[src/rtl/match_offset_estimator.sv]
// match_offset_estimator
// Filters matched keypoint pairs by vertical disparity, accumulates the
// signed x/y displacement of the accepted pairs and, at end of frame,
// divides the sums by the pair count to report the mean translation.
// Uses restoring division, one quotient bit per cycle.
module match_offset_estimator #(
    parameter int unsigned        DY_TOL     = 8,
    parameter logic signed [16:0] DEFAULT_DX = 17'sd0
) (
    input  logic               clk,
    input  logic               rst_n,
    input  logic               match_valid,
    input  logic [31:0]        left_keypoint,
    input  logic [31:0]        right_keypoint,
    input  logic               match_done,
    output logic               offset_valid,
    output logic signed [16:0] offset_dx,
    output logic signed [16:0] offset_dy,
    output logic               no_match,
    output logic [15:0]        pair_count,
    output logic               busy
);

    localparam logic [1:0] ST_ACC   = 2'd0;
    localparam logic [1:0] ST_DIV_X = 2'd1;
    localparam logic [1:0] ST_DIV_Y = 2'd2;
    localparam logic [1:0] ST_DONE  = 2'd3;

    localparam logic [16:0] DY_TOL_V = 17'(DY_TOL);

    logic [1:0]         r_state;
    logic signed [31:0] r_sum_dx;
    logic signed [31:0] r_sum_dy;
    logic [15:0]        r_count;
    logic [5:0]         r_step;
    logic [31:0]        r_abs_y;
    logic               r_neg_x;
    logic               r_neg_y;
    logic [31:0]        r_rem;
    logic [31:0]        r_quo;
    logic signed [16:0] r_res_x;
    logic               r_offset_valid;
    logic signed [16:0] r_offset_dx;
    logic signed [16:0] r_offset_dy;
    logic               r_no_match;

    // Per-pair displacement: both coordinates are unsigned 16-bit, so a
    // zero-extended 17-bit subtraction cannot overflow.
    logic signed [16:0] w_dx;
    logic signed [16:0] w_dy;
    logic [16:0]        w_dy_abs;
    logic               w_accept;
    logic [31:0]        w_abs_sum_dx;
    logic [31:0]        w_abs_sum_dy;

    assign w_dx     = $signed({1'b0, left_keypoint[15:0]})  - $signed({1'b0, right_keypoint[15:0]});
    assign w_dy     = $signed({1'b0, left_keypoint[31:16]}) - $signed({1'b0, right_keypoint[31:16]});
    assign w_dy_abs = w_dy[16] ? unsigned'(-w_dy) : unsigned'(w_dy);
    // A saturated count freezes the sums too, keeping the mean consistent.
    assign w_accept = match_valid && (w_dy_abs <= DY_TOL_V) && (r_count != 16'hFFFF);

    assign w_abs_sum_dx = r_sum_dx[31] ? unsigned'(-r_sum_dx) : unsigned'(r_sum_dx);
    assign w_abs_sum_dy = r_sum_dy[31] ? unsigned'(-r_sum_dy) : unsigned'(r_sum_dy);

    // One restoring-division step. The partial remainder is always below the
    // count (< 2^16), so the 33-bit borrow is a reliable "fits" indicator.
    logic [32:0] w_shift;
    logic [32:0] w_diff;
    logic        w_ge;
    logic [31:0] w_rem_next;
    logic [31:0] w_quo_next;

    assign w_shift    = {r_rem, r_quo[31]};
    assign w_diff     = w_shift - {17'd0, r_count};
    assign w_ge       = !w_diff[32];
    assign w_rem_next = w_ge ? w_diff[31:0] : w_shift[31:0];
    assign w_quo_next = {r_quo[30:0], w_ge};

    // Re-apply the sign to an unsigned quotient and clip to 17-bit signed.
    function automatic logic signed [16:0] apply_sign(input logic neg, input logic [31:0] mag);
        logic [16:0] m;
        if (mag > 32'd65535) m = neg ? 17'h10000 : 17'h0FFFF;
        else                 m = {1'b0, mag[15:0]};
        return neg ? -signed'(m) : signed'(m);
    endfunction

    // Accumulate in ACC, run the two divisions, publish the result in DONE.
    always_ff @(posedge clk or negedge rst_n) begin
        if (!rst_n) begin
            r_state        <= ST_ACC;
            r_sum_dx       <= '0;
            r_sum_dy       <= '0;
            r_count        <= '0;
            r_step         <= '0;
            r_abs_y        <= '0;
            r_neg_x        <= 1'b0;
            r_neg_y        <= 1'b0;
            r_rem          <= '0;
            r_quo          <= '0;
            r_res_x        <= '0;
            r_offset_valid <= 1'b0;
            r_offset_dx    <= '0;
            r_offset_dy    <= '0;
            r_no_match     <= 1'b0;
        end else begin
            // NOTE: non-blocking assignments everywhere here, so every branch
            // reads the pre-edge register values regardless of statement order.
            r_offset_valid <= 1'b0;
            case (r_state)
                ST_ACC: begin
                    if (w_accept) begin
                        r_sum_dx <= r_sum_dx + 32'(w_dx);
                        r_sum_dy <= r_sum_dy + 32'(w_dy);
                        r_count  <= r_count + 16'd1;
                    end
                    if (match_done) begin
                        if (r_count == 16'd0 && !w_accept) begin
                            r_state        <= ST_DONE;
                            r_offset_valid <= 1'b1;
                            r_offset_dx    <= DEFAULT_DX;
                            r_offset_dy    <= '0;
                            r_no_match     <= 1'b1;
                        end else begin
                            r_state <= ST_DIV_X;
                            r_step  <= '0;
                        end
                    end
                end
                ST_DIV_X: begin
                    if (r_step == 6'd0) begin
                        // Operand-load cycle: registers the magnitudes of the
                        // final sums, including any pair taken with match_done.
                        r_quo   <= w_abs_sum_dx;
                        r_abs_y <= w_abs_sum_dy;
                        r_neg_x <= r_sum_dx[31];
                        r_neg_y <= r_sum_dy[31];
                        r_rem   <= '0;
                        r_step  <= 6'd1;
                    end else if (r_step == 6'd32) begin
                        r_res_x <= apply_sign(r_neg_x, w_quo_next);
                        r_quo   <= r_abs_y;
                        r_rem   <= '0;
                        r_step  <= 6'd1;
                        r_state <= ST_DIV_Y;
                    end else begin
                        r_rem  <= w_rem_next;
                        r_quo  <= w_quo_next;
                        r_step <= r_step + 6'd1;
                    end
                end
                ST_DIV_Y: begin
                    if (r_step == 6'd32) begin
                        r_offset_dx    <= r_res_x;
                        r_offset_dy    <= apply_sign(r_neg_y, w_quo_next);
                        r_no_match     <= 1'b0;
                        r_offset_valid <= 1'b1;
                        r_state        <= ST_DONE;
                    end else begin
                        r_rem  <= w_rem_next;
                        r_quo  <= w_quo_next;
                        r_step <= r_step + 6'd1;
                    end
                end
                default: begin
                    r_sum_dx <= '0;
                    r_sum_dy <= '0;
                    r_count  <= '0;
                    r_state  <= ST_ACC;
                end
            endcase
        end
    end

    assign offset_valid = r_offset_valid;
    assign offset_dx    = r_offset_dx;
    assign offset_dy    = r_offset_dy;
    assign no_match     = r_no_match;
    assign pair_count   = r_count;
    assign busy         = (r_state != ST_ACC);

endmodule
[config.mk]
export PLATFORM = sky130hd
export DESIGN_NAME = match_offset_estimator
export DESIGN_NICKNAME = d
export VERILOG_FILES = /design/src/rtl/match_offset_estimator.sv
export SDC_FILE = /design/constraint.sdc
export NUM_CORES = 1
export LEC_CHECK = 0
export ABC_AREA = 1
export ABC_CLOCK_PERIOD_IN_PS = 5950
export CORE_MARGIN = 2
export CORE_UTILIZATION = 40
export DETAILED_ROUTE_END_ITERATION = 12
export HOLD_SLACK_MARGIN = 0.06
export SLEW_MARGIN = 20
export SYNTH_ARGS = -nofsm -noshare
export SYNTH_HDL_FRONTEND = slang
export SYNTH_SLANG_ARGS = --single-unit
[constraint.sdc]
create_clock -name clk -period 5.95 [get_ports clk]
set_input_delay 1.19 -clock clk [delete_from_list [all_inputs] [get_ports clk]]
set_output_delay 1.19 -clock clk [all_outputs]
set_load 0.02 [all_outputs]
==> impl_metrics.tcl <==
set metrics [dict create \
    ant_nets 0 \
    hold_class "reg2reg" \
    nNetsFinal 3191 \
    diodes 0 \
    rows 81 \
    reg2reg_slack_ns 1.47 \
    yosys_warnings 0 \
    clockBufferDepth 3 \
    die_w_um 226 \
    pwr-share-clk_pct 16.9 \
    pwr-share-seq_pct 24.6 \
    path_clk_slew_ns 0.06 \
    worst_setup_path_start_kind "input port" \
    pwr-share-comb_pct 58.5 \
    startpoint "right_keypoint[2]" \
    io_pins 121 \
    timing.rr.start "r_step[0]$_DFFE_PN0P_" \
    cts_root_buf "clkbuf_16" \
    r2r_cells 17 \
    status "finished clean" \
    start_util_pct 40.5 \
    setup-tns-final_ns 0 \
    area_growth_pct 14.0 \
    hpwl_um 43200 \
    endpoint_kind "register" \
    layout_common_cells "nand2_1 (745), inv_1 (359), dfrtp_1 (239), o21ai_0 (238), nor2_1 (234)" \
    synth-seq-area-share_pct 30.3 \
    grt_use_total_pct 22.0 \
    design.die.area_um2 51200 \
    synthCells 2913 \
    grt_max_degree 124 \
    ys_seq_elements 239 \
    crit_fanout 5 \
    report.final.slew_viol_count 0 \
    grt_setup_unrepaired "no" \
    setup_violations 0 \
    synth_cell_types 51 \
    ctsHoldBuffers 0 \
    p_sw_mw 5.47 \
    cp_data_required_time_ns 6.40 \
    ctsResizeCount 0 \
    critPathKind "in2reg" \
    syn_area_um2 19800 \
    reg2reg_to "r_rem[6]$_DFFE_PN0P_" \
    die-height_um 226 \
    drive_gt1_share_pct 4.91 \
    power_per_cell_area_nw_per_um2 483 \
    period_needed_ns 5.18 \
    clock_latency_ns 0.58 \
    max_freq_mhz 193 \
    cts_inserted_buffers 30 \
    maxCapViolations 0 \
    vias 19500 \
    max-vdd-ir-drop_mv 0.439 \
    synth_edf_count 0 \
    p_leak_nw 10.9 \
    synth_area_per_cell_um2 6.79 \
    mostFrequentLayoutCell "nand2_1" \
    finClkSkew_ns 0.0182 \
    htreeDepth 1 \
    antenna_found_initial 0 \
    cp-endpoint "r_sum_dx[25]$_DFFE_PN0P_" \
    netSwitchingFraction_pct 50.3 \
    tightest_slew_ns 1.06 \
    tritoncts "done" \
    ys_async_sr_fraction_pct 100 \
    drt-initial-drc-count 1633 \
    cts.sinks 239 \
    post-cts-setup-buffers 0 \
    gp_congestion 0.902 \
    syn_nets 3109 \
    viasPerCell 5.30 \
    port_buffers 120 \
    wl_per_cell_um 15.5 \
    core_um2 48800 \
    grt_pass1_wl_um 92600 \
    drtPass1Iterations 5 \
    drcViolationCount 0 \
    grt_pass1_vias 18100 \
    arrival_ns 5.63 \
    finalCritPeriodShare_pct 87.0 \
    hold_viol_final 0 \
    slew-limit-headroom_pct 28.7 \
    internal-power_mw 5.41 \
    gr-total-overflow 0 \
    routed_wl_um 57100 \
    utilization_pct 46.1 \
    synth_top_flop_cell "dfrtp_1" \
]
[stage by stage]
step	cells	hold slack [ns]	area [um^2]	total power, mW	setup WS (ns)
after global routing	3681	0.501	22500	11.9	0.334
after CTS	3681	0.472	22500	10.9	0.820
after global placement	3627	0.452	21500	8.93	0.302
after floorplan	2913	0.447	19800	7.46	1.19
final	3681	0.465	22500	10.9	0.772
after detailed placement	3627	0.458	21500	9.03	0.231
[critical path: stages]
cell	delay (ns)
clkdlybuf4s50_1	0.45
inv_1	0.04
ha_1	0.34
nand3_1	0.09
and2_1	0.19
o221ai_1	0.32
a21oi_1	0.11
o21ai_0	0.28
nand2_1	0.10
nand3_1	0.08
o21ai_0	0.12
o21ai_0	0.22
xor2_1	0.19
inv_1	0.06
ha_1	0.34
nand2_1	0.09
inv_1	0.05
a21oi_1	0.21
o21ai_0	0.11
buf_4	0.17
a21oi_1	0.20
inv_1	0.07
a21oi_1	0.24
o21bai_1	0.11
xnor2_1	0.15
o21ai_1	0.10
[power by group through the flow]
stage	registers [mW]	clock network [mW]	logic, mW
floorplan	2.52	0	4.93
global placement	2.68	0	6.25
detailed placement	2.69	0	6.34
CTS	2.67	1.88	6.37
global route	2.73	1.96	7.21
finish	2.67	1.84	6.37
[state kept, by name, indices dropped and copies added, names as in the netlist, 2 cells and up]
register and flops:
r_abs_y 32, r_quo 32, r_rem 32, r_sum_dx 32, r_sum_dy 32, offset_dx 17
offset_dy 17, r_res_x 17, pair_count 16, r_step 6, r_state 2
[routing by layer]
metal / wire length (um) / vias to the layer above / GRT usage, %
met3: 2370 / 67 / 2.20
met4: 1140 / 0 / 5.54
met5: 0 / - / 0
met2: 26100 / 438 / 36.1
met1: 27400 / 9120 / 30.9
li1: - / 9886 / -
[worst min path at each step]
stage	startpoint	slack, ns	cells after the start	to
5_1_grt	r_res_x[2]$_DFFE_PN0P_	0.50	2	r_res_x[2]$_DFFE_PN0P_
6_report	offset_dx[0]$_DFFE_PN0P_	0.46	2	offset_dx[0]$_DFFE_PN0P_
4_1_cts	offset_dx[1]$_DFFE_PN0P_	0.47	2	offset_dx[1]$_DFFE_PN0P_
3_3_place_gp	offset_dx[1]$_DFFE_PN0P_	0.45	2	offset_dx[1]$_DFFE_PN0P_
2_1_floorplan	r_abs_y[31]$_DFFE_PN0P_	0.45	2	r_abs_y[31]$_DFFE_PN0P_
3_5_place_dp	offset_dx[1]$_DFFE_PN0P_	0.46	2	offset_dx[1]$_DFFE_PN0P_
[kinds of logic (layout without fill, tap and decap cells)]
group	count (synthesis)	after routing	share of synthesized area, %
AND/OR/NAND/NOR	1327	1327	28.5
adder cells (fa/ha/maj)	128	128	8.29
XOR/XNOR	116	116	5.14
AO/OA/AOI/OAI	644	644	18.5
buffers and inverters	459	563	9.37
flip-flops	239	239	30.3
[cell usage after synthesis, types with 7 or more instances]
cell type | instances | share of area [%]
o211ai_1 | 34 | 1.3
o21ai_0 | 238 | 6.0
a31oi_1 | 13 | 0.41
nand4_1 | 78 | 2.5
clkbuf_1 | 63 | 1.2
o22ai_1 | 12 | 0.38
inv_1 | 360 | 6.8
xnor2_1 | 42 | 1.9
nor3_1 | 56 | 1.4
dfrtp_1 | 239 | 30
nand2_2 | 11 | 0.35
or2_2 | 17 | 0.54
ha_1 | 123 | 7.8
o21ai_2 | 22 | 0.97
a221oi_1 | 18 | 0.80
nor2_1 | 235 | 4.5
xor2_1 | 74 | 3.3
nand3_1 | 149 | 3.8
buf_6 | 16 | 0.91
o21ai_1 | 66 | 1.7
o31ai_1 | 8 | 0.30
a21o_1 | 8 | 0.30
nor4_1 | 13 | 0.41
nand2_1 | 745 | 14
a21oi_1 | 187 | 4.7
o221ai_1 | 7 | 0.31
[area by class of cell]
cell class	count	area, um^2
well taps	664	831
repair buffers	142	1400
clock buffers	39	845
multi-input cells	2215	12000
flip-flops and latches	239	5980
clock inverters	15	153
inverters	367	1380
fillers	5099	26300
Note: power is estimated with default switching activity, not from simulation.
==> edit 1, RTL diff (config.mk and constraints unchanged) <==
Register the output `offset_dx` once more; this adds one clock of latency there. The other outputs are not delayed to match.
--- a/src/rtl/match_offset_estimator.sv
+++ b/src/rtl/match_offset_estimator.sv
@@ -174,3 +174,5 @@
     assign offset_valid = r_offset_valid;
-    assign offset_dx    = r_offset_dx;
+    always_ff @(posedge clk) begin
+        offset_dx <= r_offset_dx;
+    end
     assign offset_dy    = r_offset_dy;
Behaviour: no difference found for any inputs over 4 cycles, from zero or initial values and one cycle with rst_n low; that may be too few to reach the edited logic, so the function may still have changed.
==> edit 1 against the original RTL <==
- wire length up 2.8%
- synthesized area up 2.1%
- setup slack worse by 0.062 ns
- cell area up 2.4%
- die area up 2.1%
- first-iteration DRC count down 27%
- power up 4.1%
- sequential cell count up 17
- sequential share of layout area up 0.85 points
- maximum frequency down 1.2%
==> edit 1: results (changes against the original RTL) <==
- CTS Buf Count: 30 (unchanged)
- CP Launch Point: right_keypoint[0]
- R2R Setup Slk: 1.61 ns (+0.14 ns)
- Cell Area, Placed: 22100 um2 (+2.5%)
- First-pass GRT wire length: 96900 um (+4.6%)
- Synth Area in XOR/XNOR: 0.0542 (+0.00282)
- Synth unique cells: 57 (+12%)
- Int Power: 5.65 mW (+4.4%)
- Sequential cell power: 2.74 mW (+3%)
- DR vias/cell: 5.26 (-0.82%)
- Via count of the first global-routing pass: 18900 (+4.6%)
- Startpoint of the worst hold path: r_offset_dx[0]$_DFFE_PN0P_
- GRT Overall Usage: 0.222 (+0.00248)
- Worst r2r path cells: 29 (+12)
- Post-Synth Adder-Cell Area: 0.0818 (-0.00112)
- RePlAce Congestion: 0.883 (-2.1%)
- Largest net degree at the start of global routing: 156 (+26%)
- Final #Nets: 3240 (+1.5%)
- Most frequent cells after synthesis: nand2_1, inv_1, nor2_1
- Status: completed
- Static Leak: 11.2 nW (+2.4%)
- CP Data Arrival Time: 5.73 ns (+0.10 ns)
- Via count: 19600 (+0.69%)
- Crit path capture: r_sum_dx[31]$_DFFE_PN0P_
- P_comb: 6.69 mW (+5.0%)
- Reg2reg end: offset_dy[14]$_DFFE_PN0P_
- Async set or reset register ratio after synthesis: 0.934 (-0.0664)
- Max Fclk: 191 MHz (-1.2%)
- Worst Path Max Fanout: 7 (+2)
- Post-DP HPWL: 44300 um (+2.4%)
- Layout cells sized above 1: 0.0509 (+0.00184)
- Max Clock Skew: 0.0306 ns (+0.0124 ns)
- Post-synthesis compound-gate area fraction: 0.170 (-0.0153)
- Dpl cells: 3683 (+1.5%)
- Largest cells by area after synthesis: dfrtp_1, nand2_1, ha_1
- Hold endpoint: offset_dx[0]$_DFF_P_
- VDD IR max: 0.000328 V (-25%)
edit 1: layer usage:
| layer | share of wire | global-route usage | wire length, um | up-vias |
|---|---|---|---|---|
| li1 | - | - | - | 9960 |
| met1 | 0.47 | 0.301 | 27300 | 9205 |
| met2 | 0.47 | 0.380 | 27800 | 407 |
| met3 | 0.038 | 0.0203 | 2250 | 74 |
| met4 | 0.022 | 0.0566 | 1260 | 0 |
| met5 | 0 | 0 | 0 | - |
edit 1: through the flow:
| step | total power, mW | hold slack (ns) |
|---|---|---|
| after floorplan | 7.59 | 0.347 |
| after global placement | 9.32 | 0.354 |
| after detailed placement | 9.42 | 0.353 |
| after CTS | 11.4 | 0.366 |
| after global routing | 12.4 | 0.370 |
| final | 11.3 | 0.367 |
edit 1: cells by family after synthesis:
group | Yosys count
xor gates and xnor gates | 125
buffers and inverters | 476
AOI/OAI and AO/OA | 609
DFF | 256
adders and majority gates | 129
and+or+nand+nor | 1358
edit 1: cell type report:
type	count	area [um2]
multi-input combinational	2221	12000
tap	672	841
inverter	386	1450
timing repair buffer	148	1470
clock inverter	16	203
fill	5150	26900
clock buffer	38	811
sequential	256	6320
edit 1: critical path, stage by stage:
cell	delay, ns
clkdlybuf4s50_1	0.47
ha_1	0.15
inv_1	0.06
fa_1	0.40
nand3_1	0.10
nand2_1	0.10
nand2_1	0.09
o211ai_1	0.13
a21oi_1	0.18
o21bai_1	0.11
a21boi_0	0.32
o21ai_0	0.16
xor2_1	0.16
ha_1	0.40
nand2_1	0.12
nor2_1	0.15
nand4_1	0.10
o21ai_0	0.30
nand2_1	0.10
nand2_1	0.10
nand2_1	0.06
nand2_1	0.09
a21oi_1	0.09
o21ai_0	0.25
inv_1	0.07
nand2_1	0.06
nand3_1	0.06
o21ai_0	0.16
==> edit 2, RTL diff (config.mk and constraints unchanged) <==
Without the edit above. Set the parameter `DY_TOL` to 4 (it was 8).
--- a/src/rtl/match_offset_estimator.sv
+++ b/src/rtl/match_offset_estimator.sv
@@ -6,3 +6,3 @@
 module match_offset_estimator #(
-    parameter int unsigned        DY_TOL     = 8,
+    parameter int unsigned        DY_TOL     = 4,
     parameter logic signed [16:0] DEFAULT_DX = 17'sd0
Behaviour: not the same (a bounded check fails within 4 cycles, from zero or initial values and one cycle with rst_n low).
==> edit 2 against the original RTL <==
- synthesized area decreased by 2.0%
- setup slack got worse by 0.032 ns
- combinational power decreased by 3%
- critical path type unchanged
- highest routed layer unchanged
- cell area decreased by 1.6%
- synthesized cell count decreased by 2.1%
- critical endpoint is now r_sum_dx[31]$_DFFE_PN0P_
- utilization increased by 0.32 points
- final cell count decreased by 2.9%
- wire length decreased by 1.9%
- largest power group unchanged
- largest cell class unchanged
- sequential cell count unchanged
- clock skew about the same
- power decreased by 0.88%
- critical path depth decreased by 1
==> edit 2: results (changes against the original RTL) <==
- Status: completed
- Met1 Use GR: 0.296 (-0.0138)
- Post-synthesis compound-gate area fraction: 0.179 (-0.00606)
- Final #Nets: 3131 (-1.9%)
- Post-Synth Adder-Cell Area: 0.0846 (+0.00169)
- Fillers: 4883 (-4.2%)
- Via count of the first global-routing pass: 18100 (+0.27%)
- Hold endpoint: offset_dx[7]$_DFFE_PN0P_
- Crit Reg-Reg Startpoint: pair_count[0]$_DFFE_PN0P_
- Met2 global-route usage: 0.385 (+0.0249)
- Worst r2r path cells: 19 (+2)
- Logic pwr share: 0.575 (-0.010)
- Met3 track demand over resource: 0.0171 (-0.00498)
- VDD IR max: 0.000295 V (-33%)
- Most frequent cells after synthesis: nand2_1, inv_1, o21ai_0
- Initial DRC Count: 1398 (-14%)
- DR vias/cell: 5.33 (+0.51%)
- Int Power: 5.42 mW (+0.28%)
- CTS Buf Count: 29 (-3.3%)
- Static Leak: 10.8 nW (-0.83%)
- GRT Overall Usage: 0.221 (+0.000965)
- Wire length on met1: 26000 um (-5.1%)
- Largest net degree at the start of global routing: 128 (+3.2%)
- Synth Area in XOR/XNOR: 0.0515 (+0.000141)
- Worst Path Max Fanout: 15 (+10)
- WL met2: 26500 um (+1.5%)
- Worst-margin pin slew: 0.989 ns (-0.0732 ns)
- Met3 WL: 2300 um (-3.0%)
- RePlAce Congestion: 0.910 (+0.85%)
- Layout cells sized above 1: 0.0392 (-0.00984)
- Synthesized Nets: 3048 (-2.0%)
- Area of the multi-input gates: 11700 um2 (-2.2%)
- Non-Clock Buffer Area Fraction: 0.0639 (+0.00190)
- Startpoint of the worst hold path: offset_dx[7]$_DFFE_PN0P_
- P_comb: 6.20 mW (-3%)
- Final-layout clock buffer total: 43 (+10%)
- Setup ws final: 0.740 ns (-0.0322 ns)
- Post-synthesis sequential area ratio: 0.309 (+0.00615)
- WL final: 56000 um (-1.9%)
- Max Clock Skew: 0.0186 ns (+0.000428 ns)
- Reg2reg end: r_rem[27]$_DFFE_PN0P_
- #MultiIn Comb: 2178 (-1.7%)
-- edit 2: worst max path at each step --
stage | from | to | slack, ns | depth (start not counted)
floorplan | right_keypoint[2] | r_sum_dx[30]$_DFFE_PN0P_ | 1.25 | 26
global placement | left_keypoint[0] | r_sum_dx[31]$_DFFE_PN0P_ | 0.26 | 25
detailed placement | right_keypoint[2] | r_sum_dx[30]$_DFFE_PN0P_ | 0.18 | 27
CTS | right_keypoint[2] | r_sum_dx[30]$_DFFE_PN0P_ | 0.77 | 27
global route | right_keypoint[2] | r_sum_dx[30]$_DFFE_PN0P_ | 0.13 | 27
finish | left_keypoint[0] | r_sum_dx[31]$_DFFE_PN0P_ | 0.74 | 25
-- edit 2: per-stage QoR --
| stage | utilization | instances | hold WS [ns] | area, um2 |
|---|---|---|---|---|
| 2_1_floorplan | - | 2852 | 0.448 | 19400 |
| 3_3_place_gp | 0.442 | 3518 | 0.455 | 21100 |
| 3_5_place_dp | 0.442 | 3518 | 0.458 | 21100 |
| 4_1_cts | 0.464 | 3572 | 0.473 | 22200 |
| 5_1_grt | 0.465 | 3573 | 0.489 | 22200 |
| 6_report | 0.465 | 3573 | 0.466 | 22200 |
-- edit 2: worst max-delay path, cell delays in order --
cell             delay [ns]
clkdlybuf4s50_1        0.40
inv_1                  0.06
ha_1                   0.13
inv_1                  0.06
fa_1                   0.41
nand3_1                0.12
nand2_1                0.08
a21oi_1                0.22
o21ai_0                0.17
inv_1                  0.08
o21a_1                 0.16
inv_1                  0.05
nand2_1                0.05
nand2_1                0.10
inv_1                  0.43
ha_1                   0.41
a21oi_1                0.26
o21ai_0                0.14
a21oi_1                0.15
nand3_1                0.17
a21o_1                 0.23
a21oi_1                0.21
o21ai_0                0.14
xnor2_1                0.17
o21ai_1                0.08
